<file path="src/rtl/uart_arb_pkg.sv">
// Shared types and helpers for the UART transmit arbiter and its round-robin picker.
package uart_arb_pkg;

    localparam int BYTE_W  = 8;
    localparam int MAX_REQ = 8;

    typedef enum logic [1:0] {
        IDLE  = 2'd0,
        GRANT = 2'd1,
        SEND  = 2'd2,
        WAIT  = 2'd3
    } arb_state_t;

    // First set bit of req at or above ptr, wrapping modulo n; one-hot, zero if none.
    function automatic logic [MAX_REQ-1:0] rr_pick(input logic [MAX_REQ-1:0] req,
                                                   input int unsigned ptr,
                                                   input int unsigned n);
        logic [MAX_REQ-1:0] win;
        logic               found;
        logic [2:0]         k;
        win   = '0;
        found = 1'b0;
        for (int unsigned i = 0; i < MAX_REQ; i++) begin
            k = 3'((ptr + i) % n);
            if (i < n && !found && req[k]) begin
                win[k] = 1'b1;
                found  = 1'b1;
            end
        end
        return win;
    endfunction

endpackage

</file>
<file path="src/rtl/uart_tx_arbiter_rr.sv">
// Combinational round-robin picker: rotates priority from ptr, yields one-hot winner and its index.
module rr_arbiter
    import uart_arb_pkg::*;
#(
    parameter int NREQ  = 4,
    parameter int IDX_W = $clog2(NREQ)
) (
    input  logic [NREQ-1:0]  req,
    input  logic [IDX_W-1:0] ptr,
    output logic [NREQ-1:0]  onehot,
    output logic [IDX_W-1:0] idx,
    output logic             any
);

    logic [MAX_REQ-1:0] pick;

    always_comb begin
        pick   = rr_pick(MAX_REQ'(req), 32'(ptr), NREQ);
        onehot = pick[NREQ-1:0];
        any    = |pick;
        idx    = '0;
        for (int i = 0; i < NREQ; i++) begin
            if (pick[i]) idx = IDX_W'(i);
        end
    end

endmodule

</file>
<file path="src/rtl/uart_tx_arbiter.sv">
// Shares one UART transmitter among NREQ byte streams with round-robin, packet-locked grants.
module uart_tx_arbiter
    import uart_arb_pkg::*;
#(
    parameter int NREQ         = 4,
    parameter int MAX_BURST    = 16,
    parameter int IDLE_TIMEOUT = 1024
) (
    input  logic                   clk,
    input  logic                   rst,
    input  logic [NREQ-1:0]        req_valid,
    input  logic [BYTE_W*NREQ-1:0] req_data,
    input  logic [NREQ-1:0]        req_last,
    output logic [NREQ-1:0]        req_ready,
    output logic                   tx_valid,
    output logic [BYTE_W-1:0]      tx_data,
    input  logic                   tx_ready,
    input  logic                   tx_done,
    output logic [NREQ-1:0]        grant,
    output logic                   busy,
    output logic [7:0]             byte_cnt,
    output arb_state_t             dbg_state
);

    localparam int IDX_W = $clog2(NREQ);
    localparam int TMO_W = $clog2(IDLE_TIMEOUT);

    arb_state_t        state_q, state_d;
    logic [NREQ-1:0]   grant_q, grant_d;
    logic [IDX_W-1:0]  g_idx_q, g_idx_d;
    logic [IDX_W-1:0]  rr_ptr_q, rr_ptr_d;
    logic [TMO_W-1:0]  tmo_q, tmo_d;
    logic [7:0]        byte_cnt_q, byte_cnt_d;
    logic [BYTE_W-1:0] tx_data_q, tx_data_d;
    logic              last_q, last_d;
    logic              tx_valid_q, busy_q;
    logic              release_now;

    logic [NREQ-1:0]   arb_onehot;
    logic [IDX_W-1:0]  arb_idx;
    logic              arb_any;

    rr_arbiter #(.NREQ(NREQ), .IDX_W(IDX_W)) u_rr (
        .req    (req_valid),
        .ptr    (rr_ptr_q),
        .onehot (arb_onehot),
        .idx    (arb_idx),
        .any    (arb_any)
    );

    always_comb begin
        state_d     = state_q;
        grant_d     = grant_q;
        g_idx_d     = g_idx_q;
        rr_ptr_d    = rr_ptr_q;
        tmo_d       = tmo_q;
        byte_cnt_d  = byte_cnt_q;
        tx_data_d   = tx_data_q;
        last_d      = last_q;
        release_now = 1'b0;
        case (state_q)
            IDLE: begin
                if (arb_any) begin
                    grant_d    = arb_onehot;
                    g_idx_d    = arb_idx;
                    byte_cnt_d = '0;
                    tmo_d      = '0;
                    state_d    = GRANT;
                end
            end
            GRANT: begin
                // req_ready is high for the owner here, so its valid alone completes the handshake.
                if (req_valid[g_idx_q]) begin
                    tx_data_d  = req_data[g_idx_q*BYTE_W +: BYTE_W];
                    last_d     = req_last[g_idx_q];
                    byte_cnt_d = byte_cnt_q + 8'd1;
                    tmo_d      = '0;
                    state_d    = SEND;
                end else if (tmo_q == TMO_W'(IDLE_TIMEOUT - 1)) begin
                    release_now = 1'b1;
                end else begin
                    tmo_d = tmo_q + 1'b1;
                end
            end
            SEND: begin
                if (tx_ready) state_d = WAIT;
            end
            WAIT: begin
                if (tx_done) begin
                    if (last_q || byte_cnt_q == 8'(MAX_BURST)) begin
                        release_now = 1'b1;
                    end else begin
                        tmo_d   = '0;
                        state_d = GRANT;
                    end
                end
            end
            default: state_d = IDLE;
        endcase
        if (release_now) begin
            rr_ptr_d   = (g_idx_q == IDX_W'(NREQ - 1)) ? '0 : g_idx_q + 1'b1;
            grant_d    = '0;
            byte_cnt_d = '0;
            tmo_d      = '0;
            state_d    = IDLE;
        end
    end

    always_ff @(posedge clk) begin
        if (rst) begin
            state_q    <= IDLE;
            grant_q    <= '0;
            g_idx_q    <= '0;
            rr_ptr_q   <= '0;
            tmo_q      <= '0;
            byte_cnt_q <= '0;
            tx_data_q  <= '0;
            last_q     <= 1'b0;
            tx_valid_q <= 1'b0;
            busy_q     <= 1'b0;
        end else begin
            state_q    <= state_d;
            grant_q    <= grant_d;
            g_idx_q    <= g_idx_d;
            rr_ptr_q   <= rr_ptr_d;
            tmo_q      <= tmo_d;
            byte_cnt_q <= byte_cnt_d;
            tx_data_q  <= tx_data_d;
            last_q     <= last_d;
            tx_valid_q <= (state_d == SEND);
            busy_q     <= (state_d != IDLE);
        end
    end

    assign req_ready = (state_q == GRANT) ? grant_q : '0;
    assign tx_valid  = tx_valid_q;
    assign tx_data   = tx_data_q;
    assign grant     = grant_q;
    assign busy      = busy_q;
    assign byte_cnt  = byte_cnt_q;
    assign dbg_state = state_q;

endmodule

</file>
<file path="config.mk">
export PLATFORM = sky130hd
export DESIGN_NAME = uart_tx_arbiter
export DESIGN_NICKNAME = d
export VERILOG_FILES = /design/src/rtl/uart_arb_pkg.sv /design/src/rtl/uart_tx_arbiter_rr.sv /design/src/rtl/uart_tx_arbiter.sv
export SDC_FILE = /design/constraint.sdc
export NUM_CORES = 1
export LEC_CHECK = 0
export CORE_MARGIN = 2
export CORE_UTILIZATION = 31
export CTS_CLUSTER_DIAMETER = 80
export CTS_CLUSTER_SIZE = 25
export DETAILED_ROUTE_END_ITERATION = 12
export RECOVER_POWER = 50
export SETUP_SLACK_MARGIN = 0.4
export SLEW_MARGIN = 25
export SYNTH_ARGS = -nofsm -noshare
export SYNTH_HDL_FRONTEND = slang
export SYNTH_SLANG_ARGS = --single-unit
</file>
<file path="constraint.sdc">
create_clock -name clk -period 8.08 [get_ports clk]
set_input_delay 1.616 -clock clk [delete_from_list [all_inputs] [get_ports clk]]
set_output_delay 1.616 -clock clk [all_outputs]
set_load 0.005 [all_outputs]
</file>
==> qor.csv, run 1 <==
stage;metric;value;unit
timing;finalCritPeriodShare;51.8;%
detailed_routing;post_drt_wl_per_cell;12.9;µm
finish;fin_cells;431;
grt;grt_pass1_wl;9380;µm
timing;tns;0;ps
yosys;seq_area_frac_synth;33.6;%
timing;fin_skew;5.05;ps
timing;worstMarginPinSlew;780;ps
yosys;synth_most_common_cell;nand2_1;
placed_design;gp_congestion;0.836;
worst_setup_path;cp.arrival;4410;ps
worst_setup_path;crit_chain;dlygate4sd3_1, mux4_2, nand2b_1, o21ai_0, a211o_1, o41ai_4, nand2_2, nor2_1;
worst_setup_path;cp-end-kind;flip-flop;
finish;nNetsFinal;384;
detailed_routing;drt_first_pass_iters;4;
yosys;synth_xor_area_share;2.26;%
placed_design;io_buffer_count;71;
placed_design;place_area;3130;µm²
detailed_routing;wl;5560;µm
yosys;yosys-top-cells-area;dfxtp_1 34%, mux4_2 13%, nand2_1 6.8%;
yosys;yosys.area_share.simple;26.3;%
worst_setup_path;cpMaxStageDelayCell;dlygate4sd3_1;
finish;area_delta_synth_final;38.3;%
clock_tree;cts_buffers;5;
placed_design;dp.cells;423;
timing;setup_viol;0;
yosys;yosysTopAreaCellShare;33.6;%
timing;drv_slew;0;
yosys;synth_fa_ha_area_share;4.85;%
worst_setup_path;r2r-start;rr_ptr_q[0]$_SDFFE_PP0P_;
detailed_routing;vias;2127;
die;fp.dieH;90.5;µm
finish;fill_cells;730;
timing;hold_slack;452;ps
clock_tree;hold_buffers;0;
power;ir_drop;0.0000564;V
yosys;synth_edf_count;0;
grt;grt_pass1_vias;2043;
worst_setup_path;slowest_delay;650;ps
clock_tree;root_buffer;clkbuf_8;
die;die_area;8190;µm²
finish;design_area;3210;µm²
grt;grt-ovfl-total;0;
grt;antenna_found_initial;0;
yosys;syn-cell-area;2320;µm²
timing;slew-limit-headroom;48.0;%
placed_design;hpwlAfterDp;4300;µm
yosys;synthArstFlopShare;0;%
detailed_routing;viasPerCell;4.94;
worst_setup_path;cp_top_family;compound AO/OA/AOI/OAI gates;
min_path;min_path_type;flip-flop to flip-flop;
worst_setup_path;rr_endpoint;tmo_q[5]$_SDFFE_PP0P_;
yosys;synthMuxAreaShare;13.0;%
worst_setup_path;worstRegToRegCells;9;
die;initial_utilization;32.0;%
detailed_routing;drc;0;
min_path;hold_depth;2;
worst_setup_path;start_kind;input port;
min_path;holdPathEnd;tx_data[0]$_SDFFE_PP0P_;
worst_setup_path;path_max_fanout;9;
min_path;worstHoldStart;tx_data[0]$_SDFFE_PP0P_;
clock_tree;path_clk_slew;80;ps
detailed_routing;postRouteAntennaNets;0;
yosys;yosysTopAreaCell;dfxtp_1;
die;rows;31;
clock_tree;htreeDepth;2;
yosys;synthesis.nets;314;
worst_setup_path;path_class;input port to flip-flop;
yosys;synthFlopType;dfxtp_1;
finish;drive_above_1_share;9.94;%
worst_setup_path;path_depth;8;
grt;grtUsageTotal;13.9;%
yosys;ys_ff_latch;39;
clock_tree;clock_path_buffers;2;
finish;antenna_cells;0;
yosys;syn_inst;261;
yosys;ys.warnings.count;0;
detailed_routing;drtIter0Drc;104;
timing;rsz0062_at_grt;false;
yosys;yosys.cell_types.count;46;
clock_tree;cts_tree;yes;
job;max_cap_viol_count;0;
clock_tree;cts.sinks;39;
clock_tree;insertion_delay;290;ps
status;status;finished clean;
die;die_x;90.5;µm
power;power.leakage;1.20;nW
clock_tree;post_cts_buffers;0;
die;core;7250;µm²
finish;post-route-util;44.3;%
power;power_density;141;nW/µm²
yosys;avgSynthCellArea;8.89;µm²
worst_setup_path;critPathBufInv;1;
clock_tree;cts_resized;0;
timing;min_period;4190;ps
yosys;synth_top_family_by_area;simple AND/OR/NAND/NOR gates;
yosys;synth-compound-area-share;17.1;%
timing;clock.fmax;239;MHz
timing;final-hold-violation-count;0;
yosys;ys_top_cells_by_count;42 x nand2_1, 39 x dfxtp_1, 24 x a21oi_1, 17 x nor2_1, 13 x mux4_2;
worst_setup_path;r2r_setup_slack;4860;ps
die;ioPinCount;72;
worst_setup_path;cp.required;8310;ps
grt;grt_max_degree;18;
## report_power, final
part	leakage, nW	total [mW]	internal (mW)	switching (mW)
Combinational	0.843	0.109	0.0603	0.0491
Clock	0.0412	0.128	0.0603	0.0672
Sequential	0.317	0.215	0.202	0.0123
## area by class of cell
| class | instances | area [µm²] | share of cell area [%] |
|---|---|---|---|
| clock buffer | 6 | 72.6 | 2.26 |
| inverter | 9 | 33.8 | 1.05 |
| clock inverter | 2 | 12.5 | 0.390 |
| tap | 99 | 124 | 3.86 |
| multi-input combinational | 205 | 1480 | 46.0 |
| timing repair buffer | 71 | 711 | 22.1 |
| sequential | 39 | 781 | 24.3 |
## cells by family (layout without fill, tap and decap cells)
family / after synthesis / after routing
adder cells (fa/ha/maj): 9 / 9
AO/OA/AOI/OAI: 57 / 57
flip-flops: 39 / 39
buffers and inverters: 17 / 88
multiplexers: 14 / 14
AND/OR/NAND/NOR: 119 / 119
XOR/XNOR: 6 / 6
## worst max path at each step
stage / from / end / slack (ps)
4_1_cts: req_valid[2] / byte_cnt[3]$_SDFFE_PP0P_ / 3990
6_report: req_valid[0] / byte_cnt[3]$_SDFFE_PP0P_ / 3890
5_1_grt: req_valid[0] / byte_cnt[5]$_SDFFE_PP0P_ / 3730
3_3_place_gp: req_valid[2] / byte_cnt[4]$_SDFFE_PP0P_ / 3730
3_5_place_dp: req_valid[2] / byte_cnt[5]$_SDFFE_PP0P_ / 3670
2_1_floorplan: req_valid[2] / tmo_q[5]$_SDFFE_PP0P_ / 4470
## sequential cells by signal, summed over array words and instances (netlist names)
name and count:
rr_ptr_q 2, byte_cnt 8, busy 1, dbg_state 2, tx_valid 1, last_q 1
tmo_q 10, g_idx_q 2, grant 4, tx_data 8
## routing by layer
metal / up-vias / part of all wire [%] / track usage (%)
li1: 1080 / - / -
met1: 972 / 44 / 17.5
met2: 66 / 47 / 23.1
met3: 9 / 6.6 / 3.76
met4: 0 / 1.7 / 4.62
met5: - / 0 / 0
## through the flow
stage          power [mW]  setup slack (ps)
2_1_floorplan       0.280              4470
3_3_place_gp        0.332              3730
3_5_place_dp        0.334              3670
4_1_cts             0.463              3990
5_1_grt             0.480              3730
6_report            0.451              3890
## worst register-to-register path: stages (launching register included)
cell and delay [ps]:
dfxtp_1 530, inv_1 160, ha_1 400, or3b_2 460
a2111o_1 430, nand3_1 140, a221o_1 340, nor4_4 120
nor2_2 340, a311oi_2 150
## layout by cell type, fill, tap and decap left out, drive strengths merged, types with 2 or more instances in the layout
cell	instances
a31oi	4
nor2	18
nor2b	5
a311oi	2
nand2	43
o21a	3
nand2b	8
a211o	2
dlygate4sd3	25
and3	8
nand4	2
a211oi	4
o31ai	2
xor2	5
mux4	13
dfxtp	39
inv	9
and2	8
clkdlybuf4s50	46
a21oi	25
o21ai	9
clkbuf	6
ha	9
or3	2
or3b	2
nand3	10
nor3	7
Power figures use the tool's default switching activity.
==> run 2, diff against run 1 <==
Clock period 8.08 ns to 4.03 ns, I/O delays scaled along.
==> run 2 against run 1 <==
  * Final area grew 0.82%
  * Sequential power grew 96%
  * Sequential share of layout area shrank 0.20 points
  * Via count grew 2.4%
  * Die area is the same
  * Worst setup slack lost 3300 ps
  * Register-to-register slack lost 3900 ps
  * Wire length grew 1.6%
  * Clock power grew 110%
  * Cell count grew 0.70%
  * Sequential cell count is the same
  * Utilization grew 0.36 points
  * Highest routed layer unchanged
==> qor.csv, run 2 (same netlist as run 1, synthesis figures left out) <==
stage;metric;value;unit;change
timing;min_period;3390;ps;
worst_setup_path;r2r-start;rr_ptr_q[0]$_SDFFE_PP0P_;;unchanged
die;ioPinCount;72;;unchanged
grt;grt-ovfl-total;0;;unchanged
power;power_density;285;nW/µm²;was 141 nW/µm²
timing;finalCritPeriodShare;84.0;%;
die;initial_utilization;32.0;%;unchanged
worst_setup_path;path_max_fanout;9;;unchanged
timing;slew-limit-headroom;50.2;%;was 48.0%
timing;tns;0;ps;unchanged
placed_design;hpwlAfterDp;4290;µm;was 4300 µm
finish;drive_above_1_share;11.0;%;was 9.94%
clock_tree;cts_tree;yes;;unchanged
power;ir_drop;0.000107;V;was 0.0000564 V
min_path;min_path_type;flip-flop to flip-flop;;unchanged
worst_setup_path;path_class;input port to flip-flop;;unchanged
clock_tree;cts_buffers;5;;unchanged
detailed_routing;viasPerCell;5.02;;was 4.94
finish;layout_commonest_cell;clkdlybuf4s50_1;;unchanged
die;core;7250;µm²;unchanged
clock_tree;path_clk_slew;80;ps;about the same
timing;final-hold-violation-count;0;;unchanged
detailed_routing;drtIter0Drc;59;;was 104
finish;fill_cells;728;;was 730
status;status;finished clean;;unchanged
timing;rsz0062_at_grt;false;;unchanged
timing;clock.fmax;295;MHz;
die;fp.dieH;90.5;µm;unchanged
power;power.leakage;1.22;nW;was 1.20 nW
clock_tree;cts_resized;0;;unchanged
clock_tree;cts.sinks;39;;unchanged
job;max_cap_viol_count;0;;unchanged
detailed_routing;postRouteAntennaNets;0;;unchanged
placed_design;gp_congestion;0.842;;was 0.836
worst_setup_path;start_kind;input port;;unchanged
min_path;worstHoldStart;tx_data[0]$_SDFFE_PP0P_;;unchanged
clock_tree;post_cts_buffers;0;;unchanged
detailed_routing;drc;0;;unchanged
grt;grt_pass1_wl;9720;µm;was 9380 µm
finish;largest_reg_flops;10;;unchanged
worst_setup_path;critPathBufInv;1;;unchanged
die;die_x;90.5;µm;unchanged
finish;antenna_cells;0;;unchanged
grt;antenna_found_initial;0;;unchanged
finish;largest_register;tmo_q;;unchanged
clock_tree;root_buffer;clkbuf_8;;unchanged
timing;worstMarginPinSlew;746;ps;was 780 ps
finish;nNetsFinal;387;;was 384
finish;mostFrequentLayoutCells;46 x clkdlybuf4s50_1, 42 x nand2_1, 39 x dfxtp_1, 25 x dlygate4sd3_1, 24 x a21oi_1;;unchanged
placed_design;io_buffer_count;71;;unchanged
worst_setup_path;cp-end-kind;flip-flop;;unchanged
clock_tree;insertion_delay;290;ps;about the same
detailed_routing;wl;5650;µm;was 5560 µm
power;power;0.922;mW;was 0.451 mW
worst_setup_path;crit_chain;dlygate4sd3_1, mux4_2, nand2b_1, o21ai_0, a211o_1, o41ai_4, nand2_2, nor2_1;;unchanged
die;die_area;8190;µm²;unchanged
timing;setup_viol;0;;unchanged
worst_setup_path;cp_top_family;compound AO/OA/AOI/OAI gates;;unchanged
detailed_routing;vias;2178;;was 2127
grt;grt_pass1_vias;2157;;was 2043
clock_tree;hold_buffers;0;;unchanged
worst_setup_path;cpMaxStageDelayCell;o41ai_4;;was dlygate4sd3_1
detailed_routing;drt_first_pass_iters;4;;unchanged
clock_tree;htreeDepth;2;;unchanged
worst_setup_path;cp.required;4260;ps;was 8310 ps
timing;fin_skew;6.70;ps;was 5.05 ps
die;rows;31;;unchanged
worst_setup_path;startpoint;req_valid[3];;was req_valid[0]
clock_tree;clock_path_buffers;2;;unchanged
grt;grt_max_degree;18;;unchanged
finish;area_delta_synth_final;39.5;%;was 38.3%
worst_setup_path;slowest_delay;690;ps;was 650 ps
grt;grtUsageTotal;14.3;%;was 13.9%
timing;drv_slew;0;;unchanged
worst_setup_path;cp.arrival;3620;ps;was 4410 ps
detailed_routing;post_drt_wl_per_cell;13.0;µm;was 12.9 µm
## run 2: cell types whose count changed in the layout (fill, tap and decap cells not counted)
cell	before	now
buf_4	0	3
clkbuf_1	1	0
clkinvlp_4	1	2
## run 2: final cells by class
| cell class | count | area, µm² | share of cell area (%) |
|---|---|---|---|
| multi-input combinational | 205 | 1480 | 45.6 |
| sequential | 39 | 781 | 24.1 |
| timing repair buffer | 74 | 733 | 22.7 |
| tap | 99 | 124 | 3.83 |
| clock buffer | 5 | 68.8 | 2.13 |
| inverter | 9 | 33.8 | 1.04 |
| clock inverter | 3 | 20.0 | 0.618 |
## run 2: layer usage
metal,vias to the layer above,global-route usage (%),wire length [µm]
met5,-,0,0
met3,14,3.76,364
met2,83,23.4,2650
met4,0,5.26,94
met1,994,18.0,2540
li1,1087,-,-
## run 2: per-stage QoR
step / area [µm²] / util (%) / hold WS [ps] / setup slack (ps) / cells
floorplan: 2320 / - / 436 / 1170 / 261
global placement: 3150 / 43.4 / 442 / 480 / 426
detailed placement: 3150 / 43.4 / 446 / 442 / 426
CTS: 3240 / 44.6 / 458 / 736 / 434
global route: 3240 / 44.6 / 489 / 465 / 434
finish: 3240 / 44.6 / 454 / 643 / 434
## run 2: final timing paths
| path | end | cells past startpoint | slack (ps) |
|---|---|---|---|
| worst min-delay path | tx_data[0]$_SDFFE_PP0P_ | 2 | 450 |
| worst max-delay path | byte_cnt[3]$_SDFFE_PP0P_ | 8 | 640 |
| worst min register to register | tx_data[0]$_SDFFE_PP0P_ | 2 | 450 |
| worst max register to register | tmo_q[5]$_SDFFE_PP0P_ | 10 | 940 |
## run 2: power by group
part / total [mW] / leakage [nW] / internal [mW] / switching [mW]
logic: 0.232 / 0.859 / 0.123 / 0.109
registers: 0.422 / 0.317 / 0.405 / 0.0162
clock network: 0.268 / 0.0402 / 0.121 / 0.147
total: 0.922 / 1.22 / 0.649 / 0.272
## run 2: worst reg2reg max path, delay by kind of cell (launching register included)
kind | cells | cell delay, ps
DFF | 1 | 320
and+or+nand+nor | 4 | 1080
AOI/OAI and AO/OA | 3 | 920
adders and majority gates | 1 | 370
buffers and inverters | 2 | 270
==> run 3, diff against run 2 <==
Clock period 4.03 ns to 3.1 ns, I/O delays scaled along.
==> run 3 against run 2 <==
  * Sequential cell count did not move
  * Count of clock-buffer cells in the layout rose by 1
  * Non-clock buffer count rose by 27
  * Hold slack got worse by 2.8 ps
  * Critical path type is now flip-flop to flip-flop
  * Highest routed layer unchanged
==> qor.csv, run 3 (same netlist as run 1, synthesis figures left out) <==
stage;metric;value;unit;change
timing;hold_slack;451;ps;was 454 ps
finish;fill_cells;701;;was 728
placed_design;io_buffer_count;71;;unchanged
finish;layout_commonest_cell;clkdlybuf4s50_1;;unchanged
worst_setup_path;slowest_delay;530;ps;was 690 ps
timing;worstMarginPinSlew;701;ps;was 746 ps
timing;setup_viol;0;;unchanged
power;power_density;389;nW/µm²;was 285 nW/µm²
timing;rsz0062_at_grt;true;;was false
detailed_routing;drt_first_pass_iters;6;;was 4
detailed_routing;postRouteAntennaNets;0;;unchanged
die;die_x;90.5;µm;unchanged
finish;largest_register;tmo_q;;unchanged
worst_setup_path;cp_top_family;simple AND/OR/NAND/NOR gates;;was compound AO/OA/AOI/OAI gates
worst_setup_path;path_max_fanout;6;;was 9
die;rows;31;;unchanged
grt;antenna_found_initial;0;;unchanged
placed_design;post-place-ws;-248;ps;was 442 ps
clock_tree;path_clk_slew;70;ps;was 80 ps
clock_tree;htreeDepth;2;;unchanged
die;initial_utilization;32.0;%;unchanged
finish;mostFrequentLayoutCells;43 x clkdlybuf4s50_1, 40 x nand2_1, 37 x dfxtp_1, 26 x buf_4, 24 x dlygate4sd3_1;;was 46 x clkdlybuf4s50_1, 42 x nand2_1, 39 x dfxtp_1, 25 x dlygate4sd3_1, 24 x a21oi_1
timing;setup_ws;457;ps;was 643 ps
worst_setup_path;critPathBufInv;2;;was 1
clock_tree;cts.sinks;39;;unchanged
detailed_routing;vias;2246;;was 2178
timing;slew-limit-headroom;53.3;%;was 50.2%
worst_setup_path;cpMaxStageDelayCell;or4b_4;;was o41ai_4
grt;grt-ovfl-total;0;;unchanged
finish;nNetsFinal;414;;was 387
power;ir_drop;0.000161;V;was 0.000107 V
job;max_cap_viol_count;0;;unchanged
worst_setup_path;start_kind;flip-flop;;was input port
worst_setup_path;cp.required;3280;ps;was 4260 ps
timing;fin_skew;7.24;ps;was 6.70 ps
finish;antenna_cells;0;;unchanged
detailed_routing;drc;0;;unchanged
grt;grtUsageTotal;14.1;%;was 14.3%
timing;final-hold-violation-count;0;;unchanged
grt;grt_pass1_vias;2118;;was 2157
timing;finalCritPeriodShare;85.3;%;
clock_tree;insertion_delay;290;ps;about the same
min_path;min_path_type;flip-flop to flip-flop;;unchanged
finish;area_delta_synth_final;54.1;%;was 39.5%
die;ioPinCount;72;;unchanged
detailed_routing;post_drt_wl_per_cell;12.7;µm;was 13.0 µm
detailed_routing;drtIter0Drc;79;;was 59
placed_design;place_area;3340;µm²;was 3150 µm²
worst_setup_path;crit_chain;inv_4, ha_4, mux4_2, a21oi_2, a21oi_2, or4b_4, nor4_4, buf_4, nor2_2, o221a_2;;was dlygate4sd3_1, mux4_2, nand2b_1, o21ai_0, a211o_1, o41ai_4, nand2_2, nor2_1
finish;drive_above_1_share;23.5;%;was 11.0%
clock_tree;hold_buffers;0;;unchanged
worst_setup_path;crit_path_frequent_cell;a21oi_2;;
detailed_routing;viasPerCell;4.87;;was 5.02
detailed_routing;wl;5860;µm;was 5650 µm
placed_design;hpwlAfterDp;4430;µm;was 4290 µm
worst_setup_path;cp-end-kind;flip-flop;;unchanged
die;die_area;8190;µm²;unchanged
timing;clock.fmax;378;MHz;
clock_tree;cts_tree;yes;;unchanged
timing;drv_slew;0;;unchanged
status;status;finished clean;;unchanged
grt;grt_pass1_wl;9580;µm;was 9720 µm
worst_setup_path;path_class;flip-flop to flip-flop;;was input port to flip-flop
die;fp.dieH;90.5;µm;unchanged
grt;grt_max_degree;16;;was 18
placed_design;dp.cells;448;;was 426
finish;fin_cells;461;;was 434
timing;min_period;2640;ps;
worst_setup_path;cp.arrival;2820;ps;was 3620 ps
clock_tree;root_buffer;clkbuf_8;;unchanged
power;power.leakage;1.39;nW;was 1.22 nW
clock_tree;clock_path_buffers;2;;unchanged
finish;design_area;3580;µm²;was 3240 µm²
clock_tree;cts_buffers;5;;unchanged
placed_design;gp_congestion;0.934;;was 0.842
finish;largest_reg_flops;10;;unchanged
die;core;7250;µm²;unchanged
==> run 3: cell types whose count changed in the layout (fill, tap and decap cells not counted), moves of 3 or more <==
| cell | previous run | this run |
|---|---|---|
| a21oi_2 | 1 | 5 |
| buf_4 | 3 | 26 |
| a21oi_1 | 24 | 20 |
| clkdlybuf4s50_1 | 46 | 43 |
| clkbuf_1 | 0 | 3 |
==> run 3: power by group <==
group          total (mW)  leakage (nW)  internal, mW  switching [mW]
clock network       0.493        0.0654         0.322           0.171
logic               0.355          1.01         0.196           0.159
registers           0.545         0.318         0.526          0.0198
==> run 3: path summary, 6_finish.rpt <==
check | start | to | slack, ps | depth (start not counted)
worst max-delay path | rr_ptr_q[1]$_SDFFE_PP0P_ | tmo_q[8]$_SDFFE_PP0P_ | 460 | 10
worst min-delay path | tx_data[2]$_SDFFE_PP0P_ | tx_data[2]$_SDFFE_PP0P_ | 450 | 2
worst max register to register | rr_ptr_q[1]$_SDFFE_PP0P_ | tmo_q[8]$_SDFFE_PP0P_ | 460 | 10
worst min register to register | tx_data[2]$_SDFFE_PP0P_ | tx_data[2]$_SDFFE_PP0P_ | 450 | 2
==> run 3: what timing repair did <==
item	CTS	global route
pin swaps	3	17
setup endpoints to repair	26	24
gates resized for setup	10	27
buffers inserted	2	3
==> run 3: tightest hold or removal path: cells and delay by family, from the launching register on <==
| kind | cells | cell delay, ps |
|---|---|---|
| AO/OA/AOI/OAI | 1 | 50 |
| AND/OR/NAND/NOR | 1 | 50 |
| flip-flops | 1 | 310 |
==> run 3: metrics by stage <==
stage	setup TNS (ps)	power [mW]	util, %
global placement	-2200	0.915	46.0
detailed placement	-3330	0.915	46.0
CTS	0	1.41	48.2
global route	0	1.47	49.3
floorplan	0	0.733	-
finish	0	1.39	49.3
==> run 3: cell type report <==
type	count	area, µm²	area share (%)
clock buffer	6	72.6	2.03
clock inverter	2	60.1	1.68
tap	99	124	3.46
inverter	9	38.8	1.08
multi-input combinational	205	1570	44.0
timing repair buffer	101	921	25.7
sequential	39	788	22.0
==> run 3: per-layer routing <==
| metal | part of all wire [%] | global-route usage, % | up-vias |
|---|---|---|---|
| li1 | - | - | 1148 |
| met1 | 45 | 17.3 | 1041 |
| met2 | 50 | 24.8 | 52 |
| met3 | 5.1 | 3.51 | 5 |
| met4 | 0.67 | 3.08 | 0 |
| met5 | 0 | 0 | - |
